### src/rtl/generic_fifo.sv
// Parametrised single-clock FIFO with a registered read port, occupancy count,
// programmable almost-full/almost-empty thresholds, synchronous flush and sticky error flags.
module generic_fifo #(
    parameter int WIDTH    = 64,
    parameter int DEPTH    = 8,
    parameter int AF_LEVEL = 6,
    parameter int AE_LEVEL = 1,
    parameter int CW       = $clog2(DEPTH + 1)
) (
    input  logic             clk,
    input  logic             reset,
    input  logic             push,
    input  logic [WIDTH-1:0] wr_data,
    input  logic             pop,
    output logic [WIDTH-1:0] rd_data,
    output logic             rd_valid,
    input  logic             flush,
    input  logic             clr_err,
    output logic             full,
    output logic             empty,
    output logic             almost_full,
    output logic             almost_empty,
    output logic [CW-1:0]    count,
    output logic             overflow,
    output logic             underflow
);

    localparam int PW = $clog2(DEPTH);

    // Pointers wrap at DEPTH-1 so non-power-of-two depths never index past the array.
    function automatic logic [PW-1:0] ptr_inc(input logic [PW-1:0] p);
        if (p == PW'(DEPTH - 1)) begin
            return {PW{1'b0}};
        end else begin
            return p + PW'(1);
        end
    endfunction

    logic [WIDTH-1:0] mem_r [DEPTH];
    logic [PW-1:0]    wr_ptr_r, rd_ptr_r;
    logic [CW-1:0]    count_r, count_next_s;
    logic [WIDTH-1:0] rd_data_r;
    logic             rd_valid_r, full_r, empty_r, af_r, ae_r, ovf_r, unf_r;
    logic             push_ok_s, pop_ok_s, ovf_next_s, unf_next_s;

    // Acceptance, next occupancy and next error state, all from pre-edge registered state.
    always_comb begin
        push_ok_s    = push & ~full_r & ~flush;
        pop_ok_s     = pop & ~empty_r & ~flush;
        count_next_s = count_r;
        ovf_next_s   = ovf_r;
        unf_next_s   = unf_r;
        if (flush) begin
            count_next_s = {CW{1'b0}};
        end else begin
            case ({push_ok_s, pop_ok_s})
                2'b10:   count_next_s = count_r + CW'(1);
                2'b01:   count_next_s = count_r - CW'(1);
                default: count_next_s = count_r;
            endcase
        end
        // A new error in the same cycle as clr_err keeps the flag set.
        if (~flush & push & full_r) begin
            ovf_next_s = 1'b1;
        end else if (clr_err) begin
            ovf_next_s = 1'b0;
        end else begin
            ovf_next_s = ovf_r;
        end
        if (~flush & pop & empty_r) begin
            unf_next_s = 1'b1;
        end else if (clr_err) begin
            unf_next_s = 1'b0;
        end else begin
            unf_next_s = unf_r;
        end
    end

    // Storage array, deliberately left without reset.
    always_ff @(posedge clk) begin
        if (push_ok_s) begin
            mem_r[wr_ptr_r] <= wr_data;
        end
    end

    // Pointers, occupancy, registered status flags, read port and sticky errors.
    always_ff @(posedge clk or negedge reset) begin
        if (!reset) begin
            wr_ptr_r   <= {PW{1'b0}};
            rd_ptr_r   <= {PW{1'b0}};
            count_r    <= {CW{1'b0}};
            full_r     <= 1'b0;
            empty_r    <= 1'b1;
            af_r       <= 1'b0;
            ae_r       <= 1'b1;
            rd_valid_r <= 1'b0;
            rd_data_r  <= {WIDTH{1'b0}};
            ovf_r      <= 1'b0;
            unf_r      <= 1'b0;
        end else begin
            if (flush) begin
                wr_ptr_r <= {PW{1'b0}};
                rd_ptr_r <= {PW{1'b0}};
            end else begin
                if (push_ok_s) begin
                    wr_ptr_r <= ptr_inc(wr_ptr_r);
                end
                if (pop_ok_s) begin
                    rd_ptr_r  <= ptr_inc(rd_ptr_r);
                    rd_data_r <= mem_r[rd_ptr_r];
                end
            end
            rd_valid_r <= pop_ok_s;
            count_r    <= count_next_s;
            full_r     <= (count_next_s == CW'(DEPTH));
            empty_r    <= (count_next_s == {CW{1'b0}});
            af_r       <= (count_next_s >= CW'(AF_LEVEL));
            ae_r       <= (count_next_s <= CW'(AE_LEVEL));
            ovf_r      <= ovf_next_s;
            unf_r      <= unf_next_s;
        end
    end

    assign rd_data      = rd_data_r;
    assign rd_valid     = rd_valid_r;
    assign full         = full_r;
    assign empty        = empty_r;
    assign almost_full  = af_r;
    assign almost_empty = ae_r;
    assign count        = count_r;
    assign overflow     = ovf_r;
    assign underflow    = unf_r;

endmodule

### config.mk
export PLATFORM = sky130hd
export DESIGN_NAME = generic_fifo
export DESIGN_NICKNAME = d
export VERILOG_FILES = /design/src/rtl/generic_fifo.sv
export SDC_FILE = /design/constraint.sdc
export NUM_CORES = 1
export LEC_CHECK = 0
export BUFFER_PORTS_ARGS = -buffer_cell sky130_fd_sc_hd__buf_2
export CORE_MARGIN = 5
export CORE_UTILIZATION = 54
export DETAILED_ROUTE_END_ITERATION = 8
export GPL_TIMING_DRIVEN = 0
export PLACE_DENSITY = 0.78
export SLEW_MARGIN = 20
export SYNTH_ARGS = -nofsm -noshare
export SYNTH_HDL_FRONTEND = slang
export SYNTH_SLANG_ARGS = --single-unit
### constraint.sdc
create_clock -name clk -period 5.9 [get_ports clk]
set_clock_uncertainty 0.05 [all_clocks]
set_input_delay 0.295 -clock clk [delete_from_list [all_inputs] [get_ports clk]]
set_output_delay 0.295 -clock clk [all_outputs]
set_load 0.01 [all_outputs]
==> qor.yml <==
p_leak_nw: 8.90
max_clock_freq_mhz: 292
fp.dieH_um: 213
syn_area_um2: 22300
power_mw: 9.53
grtUsageTotal: 0.210
stdcell_count: 1940
port_buffers: 143
worstPathRequired_ns: 6.33
path_common_cell: "clkbuf_1"
dpl.hpwl_um: 29900
synth_edf_count: 512
slew_violations: 0
top_level_ports: 145
ir_worst_vdd_uv: 241
reg2reg_slack_ns: 2.49
syn_area_per_cell_um2: 21.3
routed_wl_um: 46600
final_common_cell: "edfxtp_1"
htree_num_levels: 2
dpl-instance-area_um2: 24400
path_buf_inv: 5
avgViaCountPerCell: 5.79
placedCellCount: 1761
synth-seq-cells: 593
outcome: "completed"
grt_max_degree: 44
gr-total-overflow: 0
core.rowCount: 74
drv_cap: 0
power_density_nw_per_um2: 356
routabilityCongestion: 0.760
synth_nets: 1125
r2r_start: "empty"
antenna_found_initial: 6
syn_to_final_growth_pct: 19.9
r2r-end: "full"
period_minus_slack_ns: 3.43
tightest_slew_ns: 0.878
arrival_ns: 3.86
clock_sinks: 593
clkTransAtPathRegs_ns: 0.06
stdcell_area_um2: 26800
root_buffer: "clkbuf_16"
core-area_um2: 40900
numCtsBuffers: 57
ys_types: 39
die_area_um2: 45500
crit_fanout: 10
cts_buffer_depth: 3
finalCritPeriodShare: 0.581
cp-start-kind: "input port"
path_class: "in2reg"
drive_gt1_frac: 0.303
route.detailed.drc: 0
cts_tree: "built"
ys_async_sr_fraction: 0.137
final_nets: 1433
slowest_stage: "buf_2"
initial_core_util: 0.546
hold_viol: 0
postCtsSetupBuffers: 0
wire_per_inst_um: 24.0
yosys_warnings: 0
setup_viol: 0
synth.yosys.seq_area_share: 0.779
slew_headroom: 0.415
synth_flop_cell: "edfxtp_1"
grt_pass1_wl_um: 71700
ant_nets: 0
firstDrtPassIters: 5
postSynthCellCount: 1049
end_kind: "register"
grt_pass1_vias: 11817
cp_top_family: "buffers and inverters"
clock_latency_ns: 0.59
crit_chain: "dlygate4sd3_1 > buf_6 > nor3b_4 > buf_2 > clkbuf_1 > ha_1 > clkbuf_1 > nor3b_1 > mux2i_1 > a2111oi_2"
critPathMaxStageDelay_ns: 0.58
final_cell_mix: "edfxtp_1, buf_2, mux4_2"
vias: 11236
drt_iter0_markers: 960
fin_hold_ws_ns: 0.141
r2r_cells: 8
die-width_um: 213
hold_class: "in2async"
rsz0062_at_grt: "false"
-- how the worst max path moves through the flow --
stage	from	to	cells after the start	slack, ns
CTS	empty	full	8	2.50
global route	empty	empty	8	2.34
detailed placement	pop	empty	9	2.47
finish	flush	full	10	2.47
global placement	flush	mem_r[1][22]	4	-4.21
floorplan	full	mem_r[1][0]	3	0.07
-- metal layers --
metal / vias up / global-route usage / part of all wire
met5: - / 0 / 0.00028
met2: 402 / 0.342 / 0.49
met3: 73 / 0.0377 / 0.069
met4: 2 / 0.0610 / 0.025
met1: 5860 / 0.301 / 0.41
li1: 4899 / - / -
-- stage by stage --
stage          worst slack (ns)  TNS (ns)  utilization
2_1_floorplan            0.0664         0            -
3_3_place_gp              -4.21   -881.32        0.580
3_5_place_dp               2.47         0        0.595
4_1_cts                    2.50         0        0.654
5_1_grt                    2.34         0        0.655
6_report                   2.47         0        0.655
-- synthesized netlist by cell type, types with 3 or more instances --
cell type | count | share of area
a21oi_1 | 71 | 0.016
and3_1 | 3 | 0.00084
buf_1 | 3 | 0.00050
buf_2 | 13 | 0.0029
buf_4 | 10 | 0.0034
clkbuf_1 | 27 | 0.0045
dfrtp_1 | 79 | 0.088
edfxtp_1 | 512 | 0.69
ha_1 | 6 | 0.0034
inv_1 | 4 | 0.00067
mux2i_1 | 70 | 0.031
mux4_2 | 128 | 0.13
nand2_1 | 4 | 0.00067
nand2b_1 | 5 | 0.0014
nor2_1 | 79 | 0.013
nor3_1 | 6 | 0.0013
nor3b_1 | 4 | 0.0013
-- what timing repair did --
action / in CTS / in global routing
hold buffers: 69 / 0
endpoints found under the hold margin: 598 / 0
resized for setup: 0 / 0
-- cell type report --
type	count	area, um^2
Clock buffer	91	1660
Multi-Input combinational cell	398	4720
Buffer	54	264
Inverter	4	15.0
Clock inverter	14	72.6
Timing Repair Buffer	249	1980
Antenna cell	5	12.5
Sequential cell	593	17400
Fill cell	2702	14100
Tap cell	532	666
-- worst register-to-register path, cell delays in order (launching register included) --
cell       delay [ns]
dfstp_2          0.40
nor3b_4          0.47
buf_2            0.58
clkbuf_1         0.47
ha_1             0.33
clkbuf_1         0.24
nor3b_1          0.33
mux2i_1          0.14
a2111oi_2        0.29
-- logic make-up (layout without fill, tap and decap cells) --
logic type      count (synthesis)  count (layout)  share of synthesized area
compound gates                 82              82                     0.0212
xor+xnor                        3               3                    0.00151
fa+ha+maj                       6               6                    0.00336
buf+inv                        58             412                     0.0125
flops                         593             593                      0.779
mux                           198             198                      0.160
other cells                     0               5                          0
simple gates                  109             109                     0.0222
-- sequential cells by signal, indices dropped and copies added (netlist names) --
name,count
almost_empty,1
almost_full,1
count,4
empty,1
full,1
mem_r,512
overflow,1
rd_data,64
rd_ptr_r,3
rd_valid,1
underflow,1
wr_ptr_r,3
-- power breakdown --
part | switching [mW] | total (mW) | internal [mW]
clock | 1.46 | 3.38 | 1.92
sequential | 0.142 | 4.98 | 4.84
combinational | 0.632 | 1.16 | 0.530
Power figures use the tool's default switching activity.
